<file path="src/rtl/mems_pkg.sv">
// mems_pkg: shared FSM states and DAC frame defaults for the MEMS scan path
package mems_pkg;
  typedef enum logic [2:0] {IDLE, FETCH, LOAD, SHIFT, GAP} state_t;
  localparam int DAC_WIDTH    = 24;
  localparam int DEF_CLK_DIV  = 2;
  localparam int DEF_SYNC_GAP = 2;
endpackage

</file>
<file path="src/rtl/spi_clk_gen.sv">
// spi_clk_gen: SCLK half-period timer; primed high by load, runs while en
module spi_clk_gen #(
  parameter int CLK_DIV = 2
) (
  input  logic clk,
  input  logic rst,
  input  logic load,
  input  logic en,
  input  logic stop,
  output logic sclk,
  output logic phase_end
);
  localparam int HW = CLK_DIV > 1 ? $clog2(CLK_DIV) : 1;
  logic [HW-1:0] half_cnt;
  logic ph;
  assign phase_end = en && half_cnt == HW'(CLK_DIV - 1);
  // sclk leads with the high phase so data set up in LOAD is stable before the first fall
  always_ff @(posedge clk) begin
    if (rst || !(en || load)) begin
      half_cnt <= '0;
      ph       <= 1'b0;
      sclk     <= 1'b0;
    end else if (load) begin
      half_cnt <= '0;
      ph       <= 1'b0;
      sclk     <= 1'b1;
    end else if (phase_end) begin
      half_cnt <= '0;
      ph       <= !ph;
      sclk     <= ph && !stop;
    end else begin
      half_cnt <= half_cnt + 1'b1;
    end
  end
endmodule

</file>
<file path="src/rtl/mems_spi_tx.sv">
// mems_spi_tx: fetches a DAC command word from the scan ROM and shifts it out over SPI
module mems_spi_tx
  import mems_pkg::*;
#(
  parameter int DATA_WIDTH  = DAC_WIDTH,
  parameter int ADDR_WIDTH  = 16,
  parameter int CLK_DIV     = DEF_CLK_DIV,
  parameter int ROM_LATENCY = 1,
  parameter int SYNC_GAP    = DEF_SYNC_GAP
) (
  input  logic                  clk,
  input  logic                  rst,
  input  logic                  start,
  input  logic [ADDR_WIDTH-1:0] addr,
  output logic                  busy,
  output logic [ADDR_WIDTH-1:0] rom_addr,
  input  logic [DATA_WIDTH-1:0] rom_data,
  output logic                  sclk,
  output logic                  mosi,
  output logic                  sync_n
);
  localparam int BW = $clog2(DATA_WIDTH);
  state_t state, state_n;
  logic [7:0] cnt, cnt_n;
  logic [BW-1:0] bit_cnt, bit_n;
  logic [DATA_WIDTH-1:0] sr, sr_n;
  logic [ADDR_WIDTH-1:0] rom_addr_n;
  logic mosi_n, sync_n_n, busy_n, phase_end, bit_end, last;
  assign last    = bit_cnt == BW'(DATA_WIDTH - 1);
  assign bit_end = phase_end && !sclk;
  spi_clk_gen #(.CLK_DIV(CLK_DIV)) u_clk (
    .clk       (clk),
    .rst       (rst),
    .load      (state == LOAD),
    .en        (state == SHIFT),
    .stop      (last),
    .sclk      (sclk),
    .phase_end (phase_end)
  );
  always_comb begin
    state_n    = state;
    cnt_n      = cnt;
    bit_n      = bit_cnt;
    sr_n       = sr;
    rom_addr_n = rom_addr;
    mosi_n     = mosi;
    sync_n_n   = sync_n;
    busy_n     = busy;
    unique case (state)
      IDLE: if (start) begin
        rom_addr_n = addr;
        busy_n     = 1'b1;
        cnt_n      = '0;
        state_n    = FETCH;
      end
      FETCH: begin
        cnt_n   = cnt == 8'(ROM_LATENCY - 1) ? '0 : cnt + 1'b1;
        state_n = cnt == 8'(ROM_LATENCY - 1) ? LOAD : FETCH;
      end
      LOAD: begin
        sr_n     = rom_data;
        mosi_n   = rom_data[DATA_WIDTH-1];
        sync_n_n = 1'b0;
        bit_n    = '0;
        state_n  = SHIFT;
      end
      SHIFT: if (bit_end) begin
        if (last) begin
          sync_n_n = 1'b1;
          mosi_n   = 1'b0;
          cnt_n    = '0;
          state_n  = GAP;
        end else begin
          sr_n   = sr << 1;
          mosi_n = sr[DATA_WIDTH-2];
          bit_n  = bit_cnt + 1'b1;
        end
      end
      GAP: begin
        cnt_n   = cnt == 8'(SYNC_GAP - 1) ? '0 : cnt + 1'b1;
        busy_n  = cnt != 8'(SYNC_GAP - 1);
        state_n = cnt == 8'(SYNC_GAP - 1) ? IDLE : GAP;
      end
      default: state_n = IDLE;
    endcase
  end
  always_ff @(posedge clk) begin
    if (rst) begin
      state    <= IDLE;
      cnt      <= '0;
      bit_cnt  <= '0;
      sr       <= '0;
      rom_addr <= '0;
      mosi     <= 1'b0;
      sync_n   <= 1'b1;
      busy     <= 1'b0;
    end else begin
      state    <= state_n;
      cnt      <= cnt_n;
      bit_cnt  <= bit_n;
      sr       <= sr_n;
      rom_addr <= rom_addr_n;
      mosi     <= mosi_n;
      sync_n   <= sync_n_n;
      busy     <= busy_n;
    end
  end
endmodule
</file>
<file path="config.mk">
export PLATFORM = sky130hd
export DESIGN_NAME = mems_spi_tx
export DESIGN_NICKNAME = d
export VERILOG_FILES = /design/src/rtl/mems_pkg.sv /design/src/rtl/spi_clk_gen.sv /design/src/rtl/mems_spi_tx.sv
export SDC_FILE = /design/constraint.sdc
export NUM_CORES = 1
export LEC_CHECK = 0
export ABC_AREA = 1
export BUFFER_PORTS_ARGS = -buffer_cell sky130_fd_sc_hd__buf_2
export CORE_ASPECT_RATIO = 1.4
export CORE_UTILIZATION = 45
export DETAILED_ROUTE_END_ITERATION = 6
export PLACE_DENSITY_LB_ADDON = 0.08
export SYNTH_ARGS = -nofsm -noshare
export SYNTH_HDL_FRONTEND = slang
export SYNTH_SLANG_ARGS = --single-unit
</file>
<file path="constraint.sdc">
create_clock -name clk -period 2.57 [get_ports clk]
set_clock_uncertainty 0.15 [all_clocks]
set_input_delay 0.257 -clock clk [delete_from_list [all_inputs] [get_ports clk]]
set_output_delay 0.257 -clock clk [all_outputs]
set_load 0.02 [all_outputs]
</file>
# --- Word level (Yosys, flattened, before mapping) ---
# Cells that the tools add are included.
totals:
  reg_bits: 61
  in_bits: 43
op_classes:
  add_sub_neg: 3
  n_eq_ne: 11
  muxes: 28
  reduce_logical: 24
op_table:
  columns: ["cell", "n"]
  rows:
  - ["23-bit 2-to-1 mux", 2]
  - ["23-bit one-hot mux with 2 select lines", 1]
  - ["8-bit 2-to-1 mux", 5]
  - ["8-bit one-hot mux with 4 select lines", 1]
  - ["3-bit one-hot mux with 5 select lines", 1]
  - ["3-bit 2-to-1 mux", 4]
  - ["5-bit 2-to-1 mux", 2]
  - ["5-bit one-hot mux with 2 select lines", 1]
  - ["3-bit AND reduction", 3]
  - ["8-bit by 1-bit adder with 8-bit output, second input constant", 1]
  - ["8-bit by 1-bit equality test with 1-bit output, second input constant", 1]
  - ["8-bit zero test", 1]
  - ["2-bit inequality test, second input constant", 4]
  - ["8-bit by 1-bit inequality test with 1-bit output, second input constant", 1]
  - ["1-bit 2-to-1 mux", 7]
  - ["3-bit by 2-bit equality test with 1-bit output, second input constant", 2]
  - ["1-bit one-hot mux with 2 select lines", 3]
  - ["2-bit AND reduction", 3]
  - ["2-bit nonzero test", 3]
  - ["5-bit by 1-bit adder with 5-bit output, second input constant", 1]
  - ["5-bit equality test, second input constant", 1]
  - ["1-bit zero test", 4]
  - ["4-bit AND reduction", 1]
  - ["4-bit nonzero test", 1]
  - ["other kinds (9)", 12]

# --- Longest topological paths before layout ---
# Gate-level depths: netlist (run 1).
logic_depth:
  word_depth: 5
  mapped_depth: 9
  ltp_nobuf: 9

# --- Modules after synthesis ---
# A second synthesis (run 1) with hierarchy kept.
hier_totals:
  cells_unflattened: 436
  hier_area_um2: 2924.1
by_module_without_submodules:
  columns: ["module", "n_inst", "cells_each", "area_each_um2", "seq_area_each_um2"]
  rows:
  - ["mems_spi_tx", 1, 417, 2793.9, 1161.1]
  - ["spi_clk_gen", 1, 19, 130.1, 60.1]

# --- Least setup slack after synthesis (run 1) ---
# OpenSTA, ideal clock, no wires.
synth_timing:
  path_kind: "register to register"
  startpoint: "reg bit_cnt[0]"
  endpoint: "reg bit_cnt[0]"
  setup_time_ns: 0.070
  arrival_time_ns: 1.427
  t_required_ns: 2.350
  path_slack_ns: 0.924
  stages_incl_launch_ff: 9
  n_path_buf: 1
  synth_period_minus_slack_ns: 1.646
  cell_sequence: "dfxtp_1 ha_1 nand4_1 nand2_1 nand2_2 nand2_2 buf_6 nand2_1 a21oi_1"
synth_via:
  elab_chain_len: 4
synth_lines:
  columns: ["element", "line", "rtl"]
  rows:
  - ["from (decl)", "mems_spi_tx.sv:25", "logic [BW-1:0] bit_cnt, bit_n;"]
  - ["from (signal assigned)", "mems_spi_tx.sv:100", "bit_cnt <= bit_n;"]
  - ["5-bit by 1-bit adder with 5-bit output", "mems_spi_tx.sv:76", "bit_n = bit_cnt + 1'b1;"]
  - ["5-bit 2-to-1 mux", "mems_spi_tx.sv:68", "if (last) begin"]
  - ["5-bit 2-to-1 mux", "mems_spi_tx.sv:67", "SHIFT: if (bit_end) begin"]
  - ["5-bit one-hot mux with 2 select lines", "mems_spi_tx.sv:49", "unique case (state)"]
# Several ways; a longest one is shown, not always the timed one. The select of a mux whose other input is x is not followed.
# A chain may end at the register's enable or synchronous reset.

# --- Worst setup path in the final report (run 1) ---
layout_timing:
  startpoint: "reg bit_cnt[0]"
  endpoint: "reg bit_cnt[1]"
# The elaborated chain is that of the path after synthesis.

==> flow_summary.ini, run 1 <==
[setup_path]
worstPathCellList = ha_1 -> nand4_1 -> nand2_1 -> nand2_2 -> nand2_2 -> nand2_1 -> a21boi_0
path_buf_inv = 0
crit_family = simple AND/OR/NAND/NOR gates
end_kind = flip-flop
max_stage_delay_ns = 0.42
crit_slowest_cell = nand2_2
cp_data_required_time_ns = 2.68
start_kind = flip-flop
cp_max_fo = 28
crit_type = reg2reg
cp.arrival_ns = 2.17

[yosys]
synthMuxAreaShare_pct = 0
yosys.area.top_type = dfxtp_1
synth_fa_ha_area_share_pct = 1.75
synth_top_area_share_pct = 42.7
ys_top_cells_by_area = dfxtp_1 (43%), nand2_1 (26%), a21oi_1 (9.6%)
yosysWarnings = 0
synth_flop_cell = dfxtp_1
syn_area_sq_um = 2860
avgSynthCellArea_sq_um = 6.65
synth-edff-count = 0
yosys.area_share.xor_xnor_pct = 1.23
synth_simple_gate_area_share_pct = 33.6
synth.distinct_cells = 26
synth-seq-cells = 61
syn_inst = 430
synth_top_family_by_area = simple AND/OR/NAND/NOR gates
synthArstFlopShare_pct = 0
syn-num-nets = 477
synth_compound_area_share_pct = 13.7
yosysSeqAreaShare_pct = 42.7

[final_layout]
multi_input_area_sq_um = 1440
drive_above_1_share_pct = 17.1
area_growth_pct = 18.7
fin_cells = 568
fin_area_sq_um = 3390
n_fill_cell = 651
nets = 541
regArea_sq_um = 1220
diodes = 0

[floorplanning]
core_sq_um = 6170
start_util_pct = 46.3
dieArea_sq_um = 6680
die_h_microns = 96.3
boundaryPins = 63
die_x_microns = 69.4
std_cell_rows = 34

[timing]
fin_crit_sh_pct = 80.1
tightest_slew_ns = 0.529
drv_slew = 0
post-route-min-period_ns = 2.06
hold_violations = 0
finalSetupViolCount = 0
fmax_mhz = 486
setup_tns_ns = 0
rsz0062_at_grt = false
relSlewSlack_pct = 64.6

[place]
io_buffers = 62
gp_congestion = 0.817
post_dp_cell_area_sq_um = 3210
place_inst = 554
dp_hpwl_mm = 4.41

[detailed_routing]
first_iter_violations = 115
routed.top_layer = met4
routed-wl-met3_microns = 208
vias = 2803
wl_met1_mm = 2.87
route.met2.wl_mm = 3.25
firstDrtPassIters = 6
wl_per_cell_microns = 11.5
drc_errors = 1
wl_mm = 6.51
antenna_left = 0
avgViaCountPerCell = 4.93

[clock_tree]
clk_pin_slew_worst_paths_ns = 0.07
tritoncts = built
cts_sinks = 61
ctsRootBufferMaster = clkbuf_8
htree_levels = 3
clk_latency_ns = 0.34
cts_buffer_depth = 2
cts_setup_buffers = 0
cts_buffers = 9

[pwr]
powerDensity_nw_per_um2 = 815
p_comb_share_pct = 29.1
seqPwrFrac_pct = 43.0
power_mw = 2.76
p_leak_nw = 1.56
switching_power_mw = 0.974
swShare_pct = 35.2
clock_power_share_pct = 28.0
vdd_drop_max_uv = 447
intPower_mw = 1.79

[global_route]
grt_max_degree = 38
grt.total_usage_pct = 21.2
grt_pass1_wl_mm = 11.3
grt_pass1_vias = 2625
antenna_found_initial = 0
overflow = 0

[outcome]
status = finished, violations left
violations = design-rule violations

[job]
cap_violations = 0

[hold_path]
min_path_type = in2reg
[worst reg2reg max path: cells and delay by family (launching register included)]
kind,cells,cell delay [ns]
compound gates,1,0.17
fa+ha+maj,1,0.23
flops,1,0.39
simple gates,5,1.06
[synthesized netlist by cell type (all sizes together), types with 2 or more instances]
cell type / instances
dfxtp: 61
a21oi: 56
xor2: 3
nand2: 203
buf: 6
nor2: 20
inv: 27
nand3: 17
clkbuf: 11
o21ai: 7
a31oi: 2
ha: 4
nand4: 2
o211ai: 4
[final timing paths]
check	cells past startpoint	startpoint	slack (ns)	endpoint
max	7	bit_cnt[0]	0.51	bit_cnt[1]
min	3	addr[15]	0.01	rom_addr[15]
max reg2reg	7	bit_cnt[0]	0.51	bit_cnt[1]
min reg2reg	2	rom_addr[6]	0.31	rom_addr[6]
[layout make-up]
class,count,area share [%]
Clock buffer,10,3.76
Clock inverter,3,1.18
Inverter,28,3.10
Multi-Input combinational cell,324,42.3
Sequential cell,61,36.0
Tap cell,72,2.66
Timing Repair Buffer,70,11.0
[per-stage QoR]
step	worst slack, ns	hold WS [ns]	utilization (%)
6_report	0.512	0.0123	55.0
5_1_grt	0.268	0.0200	55.0
4_1_cts	0.507	0.000845	55.0
3_5_place_dp	0.529	0.302	52.1
3_3_place_gp	0.620	0.300	52.1
2_1_floorplan	0.924	0.246	-
[state kept, by name (all words and copies together) (netlist names)]
signal / count
u_clk.half_cnt: 1
mosi: 1
sr: 23
u_clk.sclk: 1
state: 3
busy: 1
u_clk.ph: 1
bit_cnt: 5
rom_addr: 16
sync_n: 1
cnt: 8
[cells in the final DEF, fill, tap and decap left out, drive strengths merged, types with 7 or more instances in the layout]
master / count
inv: 27
nor2: 20
nand2: 203
a21oi: 56
o21ai: 7
nand3: 17
dfxtp: 61
buf: 69
clkbuf: 10
[cell families (layout without fill, tap and decap cells)]
| group | count (synthesis) | in the layout |
|---|---|---|
| buffers and inverters | 45 | 111 |
| AO/OA/AOI/OAI | 72 | 72 |
| XOR/XNOR | 4 | 4 |
| AND/OR/NAND/NOR | 244 | 244 |
| flip-flops | 61 | 61 |
| adder cells (fa/ha/maj) | 4 | 4 |
[power by group through the flow]
stage	clock network (mW)	logic, mW	registers, mW
CTS	0.797	0.815	1.19
detailed placement	0	0.810	1.21
finish	0.773	0.804	1.19
floorplan	0	0.566	1.25
global placement	0	0.804	1.21
global route	0.840	0.915	1.21
[metal layers]
layer  vias to the layer above  track usage, %
met2                        56            38.0
met5                         -               0
met4                         0            12.6
met3                        16            4.40
met1                      1246            23.2
li1                       1485               -
[timing repair]
action	in CTS	in global routing
hold endpoints to repair	1	0
resized for setup	0	0
hold buffers	1	0
Note: power is estimated with default switching activity, not from simulation.
==> run 2: changes to the inputs <==
Clock period 2.57 ns to 2.1 ns, I/O delays scaled along.
==> run 2 against run 1 <==
The flow still finishes with violations (design-rule violations). Highest routed layer unchanged. Total power is 34% higher. Critical path type unchanged. Die area stayed put. Clock power is 50% higher.
==> flow_summary.ini, run 2 (synthesis gave the netlist of run 1 again) <==
[setup_path]
critPathLaunch = bit_cnt[0]
cp_max_fo = 22
cp_data_required_time_ns = 2.22
worst_r2r_endpoint = bit_cnt[1]
crit_end = bit_cnt[1]
crit_family = simple AND/OR/NAND/NOR gates
cp_num_cells = 8
path_buf_inv = 1
end_kind = flip-flop
crit_slowest_cell = dfxtp_1
reg2reg_from = bit_cnt[0]
reg2reg_depth = 8
start_kind = flip-flop
cp.arrival_ns = 1.90
regToRegSetupSlack_ns = 0.32
crit_type = reg2reg
max_stage_delay_ns = 0.39
worstPathCellList = ha_1 -> nand4_1 -> nand2_1 -> nand2_2 -> nand2_2 -> buf_12 -> nand2_1 -> a21boi_0

[outcome]
status = finished, violations left
violations = design-rule violations

[global_route]
antenna_found_initial = 0
grt_pass1_vias = 2824
grt_max_degree = 27
grt.total_usage_pct = 22.2
overflow = 0
grt_pass1_wl_mm = 11.9

[hold_path]
min_path_type = in2reg
hp-start = rom_data[23]

[final_layout]
largest_registers = sr: 23 flops, rom_addr: 16 flops, cnt: 8 flops
final_common_cell = nand2_1
largest_register = sr
area_growth_pct = 28.4
diodes = 0
final_cell_mix = nand2_1 (201), buf_2 (62), dfxtp_1 (61)
largest_reg_flops = 23
drive_above_1_share_pct = 18.1
nets = 562
fin_cells = 592

[timing]
setup_tns_ns = 0
drv_slew = 0
fmax_mhz = 562
tightest_slew_ns = 0.476
post-route-min-period_ns = 1.78
finalSetupViolCount = 0
relSlewSlack_pct = 68.1
fin_crit_sh_pct = 84.7
rsz0062_at_grt = false
hold_violations = 0

[pwr]
seqPwrFrac_pct = 39.2
vdd_drop_max_uv = 573
switching_power_mw = 1.27
intPower_mw = 2.43
powerDensity_nw_per_um2 = 1010
p_comb_share_pct = 29.6
swShare_pct = 34.4
clock_power_share_pct = 31.3
p_leak_nw = 1.68

[place]
place_inst = 559
dp_hpwl_mm = 4.53
gp_congestion = 0.833
io_buffers = 62

[floorplanning]
dieArea_sq_um = 6680
core_sq_um = 6170
die_x_microns = 69.4
std_cell_rows = 34
start_util_pct = 46.3
boundaryPins = 63
die_h_microns = 96.3

[clock_tree]
ctsRootBufferMaster = clkbuf_8
clk_pin_slew_worst_paths_ns = 0.07
cts_buffers = 9
tritoncts = built
htree_levels = 3
clk_latency_ns = 0.34
cts_buffer_depth = 2
cts_sinks = 61

[job]
cap_violations = 0

[detailed_routing]
wl_per_cell_microns = 11.3
avgViaCountPerCell = 4.91
vias = 2908
firstDrtPassIters = 6
drc_errors = 1
first_iter_violations = 118
wl_mm = 6.72
antenna_left = 0
-- run 2: cell types whose count changed in the layout (fill, tap and decap cells not counted), sizes merged --
cell         before  now
dlygate4sd3       1   17
buf              69   74
bufinv            1    2
clkbuf           10    9
clkinv            3    4
clkinvlp          0    1
inv              27   28
-- run 2: cell type report --
| type | count | area (sq um) |
|---|---|---|
| clock buffer | 9 | 124 |
| clock inverter | 7 | 98.8 |
| fill | 611 | 2500 |
| inverter | 28 | 105 |
| multi-input combinational | 324 | 1440 |
| sequential | 61 | 1220 |
| tap | 72 | 90.1 |
| timing repair buffer | 91 | 596 |
-- run 2: metrics by stage --
step / hold slack [ns] / cell area [sq um] / power [mW] / worst slack, ns / utilization, %
global route: 0.0717 / 3670 / 3.96 / 0.0699 / 59.5
detailed placement: 0.297 / 3280 / 2.56 / 0.316 / 53.1
CTS: 0.0408 / 3670 / 3.76 / 0.281 / 59.5
global placement: 0.300 / 3280 / 2.54 / 0.354 / 53.1
finish: 0.0516 / 3670 / 3.70 / 0.320 / 59.5
floorplan: 0.199 / 2860 / 2.23 / 0.454 / -
-- run 2: power by group through the flow --
stage	clock network [mW]	registers, mW	logic (mW)
after floorplan	0	1.53	0.693
after detailed placement	0	1.48	1.08
after global placement	0	1.47	1.07
after CTS	1.19	1.45	1.11
final	1.16	1.45	1.10
after global routing	1.24	1.48	1.25
-- run 2: per-layer routing --
layer  share of wire, %  up-vias  global-route usage [%]
met2                 50       67                    41.4
li1                   -     1530                       -
met3                3.0       22                    3.35
met1                 43     1289                    23.3
met5                  0        -                       0
met4                3.4        0                    13.9
-- run 2: how the worst min path moves through the flow --
stage / cells past startpoint / end / slack [ns]
2_1_floorplan: 2 / sr[0] / 0.20
3_3_place_gp: 2 / rom_addr[5] / 0.30
3_5_place_dp: 3 / sr[0] / 0.30
4_1_cts: 5 / mosi / 0.04
5_1_grt: 5 / sr[11] / 0.07
6_report: 5 / mosi / 0.05
-- run 2: repair_timing --
item                                    CTS  global route
hold buffers                             17             0
buffers inserted                          0             0
endpoints found under the hold margin    17             0
endpoints found under the setup margin    0             0
gates resized for setup                   0             0
-- run 2: worst reg2reg max path: stages (launching register included) --
cell	delay [ns]
dfxtp_1	0.39
ha_1	0.23
nand4_1	0.17
nand2_1	0.13
nand2_2	0.06
nand2_2	0.17
buf_12	0.19
nand2_1	0.07
a21boi_0	0.14
==> run 3: changes to the inputs <==
Settings changed: ABC_AREA 1 to 0.
Clock period 2.1 ns to 1.82 ns, I/O delays scaled along.
==> run 3 against run 2 <==
The run ends with negative setup slack left. Total power rose by 8.2%. Count of clock-buffer cells in the layout rose by 1. Setup slack got worse by 0.42 ns. Routed wire length rose by 25%. Global-route usage rose by 3.3 points. Critical endpoint is now cnt[2]. Highest routed layer unchanged. Non-clock buffer count rose by 64. Clock power rose by 30%. Utilization rose by 17 points. Critical path type unchanged. Sequential share of layout area fell by 6.4 points. Combinational power fell by 12%. Via count rose by 7.7%.
==> flow_summary.ini, run 3 <==
[yosys]
yosysMostFrequentCell = nand2_1
synth.distinct_cells = 48
synth-seq-cells = 61
yosysSeqAreaShare_pct = 43.4
syn_area_sq_um = 2820
synth_flop_cell = dfxtp_1
avgSynthCellArea_sq_um = 8.23
yosysWarnings = 0
yosys.area.top_type = dfxtp_1
ys_top_cells_by_area = dfxtp_1 (43%), nand2_1 (8.4%), a21oi_1 (8.2%)
syn_inst = 342
synthArstFlopShare_pct = 0
synth_top_area_share_pct = 43.4
synth-edff-count = 0
synth.top_cells.by_count = nand2_1 (63), dfxtp_1 (61), a21oi_1 (46)
syn-num-nets = 389

[global_route]
grt_max_degree = 37
grt_pass1_vias = 2914
overflow = 0
top_usage_layer = met2
grt_pass1_wl_mm = 12.6
antenna_found_initial = 0
grt.total_usage_pct = 25.5
grt_util_met2_pct = 46.1
grtUsageMet3_pct = 4.31
grt_use_met1_pct = 27.6

[place]
dp_hpwl_mm = 4.81
io_buffers = 62
gp_congestion = 0.833
post_dp_cell_area_sq_um = 3490
place_inst = 490

[floorplanning]
std_cell_rows = 33
start_util_pct = 47.3
boundaryPins = 63
dieArea_sq_um = 6580
core_sq_um = 5950
die_h_microns = 95.6
die_x_microns = 68.8

[setup_path]
end_kind = flip-flop
cp_max_fo = 7
crit_type = reg2reg
crit_family = compound AO/OA/AOI/OAI gates
worstPathCellList = inv_4 -> ha_4 -> or3b_4 -> o21ai_4 -> a21oi_4 -> a221o_1
cp.arrival_ns = 2.00
cp_data_required_time_ns = 1.90
regToRegSetupSlack_ns = -0.1
path_buf_inv = 1
start_kind = flip-flop
max_stage_delay_ns = 0.39
crit_slowest_cell = or3b_4

[pwr]
power_mw = 4.01
intPower_mw = 2.84
vdd_drop_max_uv = 745
seqPwrFrac_pct = 38.2
powerDensity_nw_per_um2 = 877
switching_power_mw = 1.17
swShare_pct = 29.1
p_comb_share_pct = 24.2
clock_power_share_pct = 37.6
p_leak_nw = 1.81

[detailed_routing]
vias = 3133
wl_per_cell_microns = 15.1
antenna_left = 0
firstDrtPassIters = 4
drc_errors = 0
first_iter_violations = 92
avgViaCountPerCell = 5.63
wl_mm = 8.37

[final_layout]
drive_above_1_share_pct = 41.4
largest_register = sr
n_fill_cell = 415
largest_registers = sr: 23 flops, rom_addr: 16 flops, cnt: 8 flops
largest_reg_flops = 23
fin_area_sq_um = 4570
final_common_cell = nand2_1
nets = 528
diodes = 0
final_cell_mix = nand2_1 (63), buf_2 (62), dfxtp_1 (56)
fin_cells = 556
area_growth_pct = 62.3

[outcome]
violations = negative setup slack
status = finished, violations left

[timing]
setup_tns_ns = -0.480
drv_slew = 0
fmax_mhz = 521
post-route-min-period_ns = 1.92
relSlewSlack_pct = 64.9
finalSetupViolCount = 7
whs_ns = 0.0709
rsz0062_at_grt = true
fin_ws_ns = -0.0976
tightest_slew_ns = 0.526
fin_crit_sh_pct = 105
hold_violations = 0

[clock_tree]
ctsRootBufferMaster = clkbuf_8
htree_levels = 3
cts_buffers = 9
cts_buffer_depth = 2
cts_sinks = 61
clk_pin_slew_worst_paths_ns = 0.07
clk_latency_ns = 0.35
tritoncts = built

[job]
cap_violations = 0

[hold_path]
min_path_type = in2reg
## run 3: changes by cell type after synthesis, moves of 8 or more
| cell | before | now |
|---|---|---|
| nor2_1 | 19 | 9 |
| nand3_1 | 17 | 28 |
| a21oi_1 | 55 | 46 |
| a211oi_1 | 0 | 8 |
| clkbuf_1 | 11 | 20 |
| a311oi_1 | 0 | 23 |
| inv_1 | 27 | 6 |
| nor3_1 | 1 | 11 |
| nand2_1 | 201 | 63 |
## run 3: power by group through the flow
| stage | sequential (mW) | combinational [mW] | clock, mW |
|---|---|---|---|
| detailed placement | 1.54 | 0.713 | 0 |
| global route | 1.54 | 1.05 | 1.58 |
| global placement | 1.54 | 0.705 | 0 |
| CTS | 1.51 | 0.823 | 1.51 |
| floorplan | 1.58 | 0.385 | 0 |
| finish | 1.53 | 0.970 | 1.51 |
## run 3: through the flow
| step | worst slack [ns] | utilization [%] |
|---|---|---|
| 2_1_floorplan | 0.0140 | - |
| 3_3_place_gp | -0.0806 | 58.8 |
| 3_5_place_dp | -0.106 | 58.8 |
| 4_1_cts | -0.0698 | 72.3 |
| 5_1_grt | -0.143 | 76.8 |
| 6_report | -0.0976 | 76.8 |
## run 3: per-layer routing
layer | vias to the layer above | part of all wire [%]
li1 | 1534 | -
met1 | 1478 | 40
met2 | 97 | 53
met3 | 24 | 4.4
met4 | 0 | 2.6
met5 | - | 0
## run 3: worst paths after layout
path	from	to	cells after the start
setup reg to reg	cnt[0]	cnt[2]	6
setup / recovery	cnt[0]	cnt[2]	6
hold / removal	start	state[0]	3
hold reg to reg	rom_addr[12]	rom_addr[12]	2
## run 3: tightest hold or removal path, delay by kind of cell
family | cells | cell delay (ns)
buffers and inverters | 1 | 0.12
AOI/OAI and AO/OA | 1 | 0.08
and+or+nand+nor | 1 | 0.12
## run 3: cell type report
type                            count  area [sq um]  area share, %
Clock buffer                       10           138           3.01
Inverter                            6          27.5          0.603
Timing Repair Buffer              155          1200           26.3
Sequential cell                    61          1230           26.9
Tap cell                           70          87.6           1.92
Clock inverter                      6           110           2.41
Multi-Input combinational cell    248          1780           38.9
## run 3: cell families after synthesis
family                   synth area share, %
AO/OA/AOI/OAI                           26.4
XOR/XNOR                               0.934
adder cells (fa/ha/maj)                 1.78
buffers and inverters                   4.67
flip-flops                              43.4
AND/OR/NAND/NOR                         22.8
## run 3: what timing repair did
item                       CTS  global route
pin swaps                   17            33
hold endpoints to repair    39             0
cloned                       2             2
buffers inserted             6             1
setup endpoints to repair   30            35
resized for setup           30            49
hold buffers                39             0
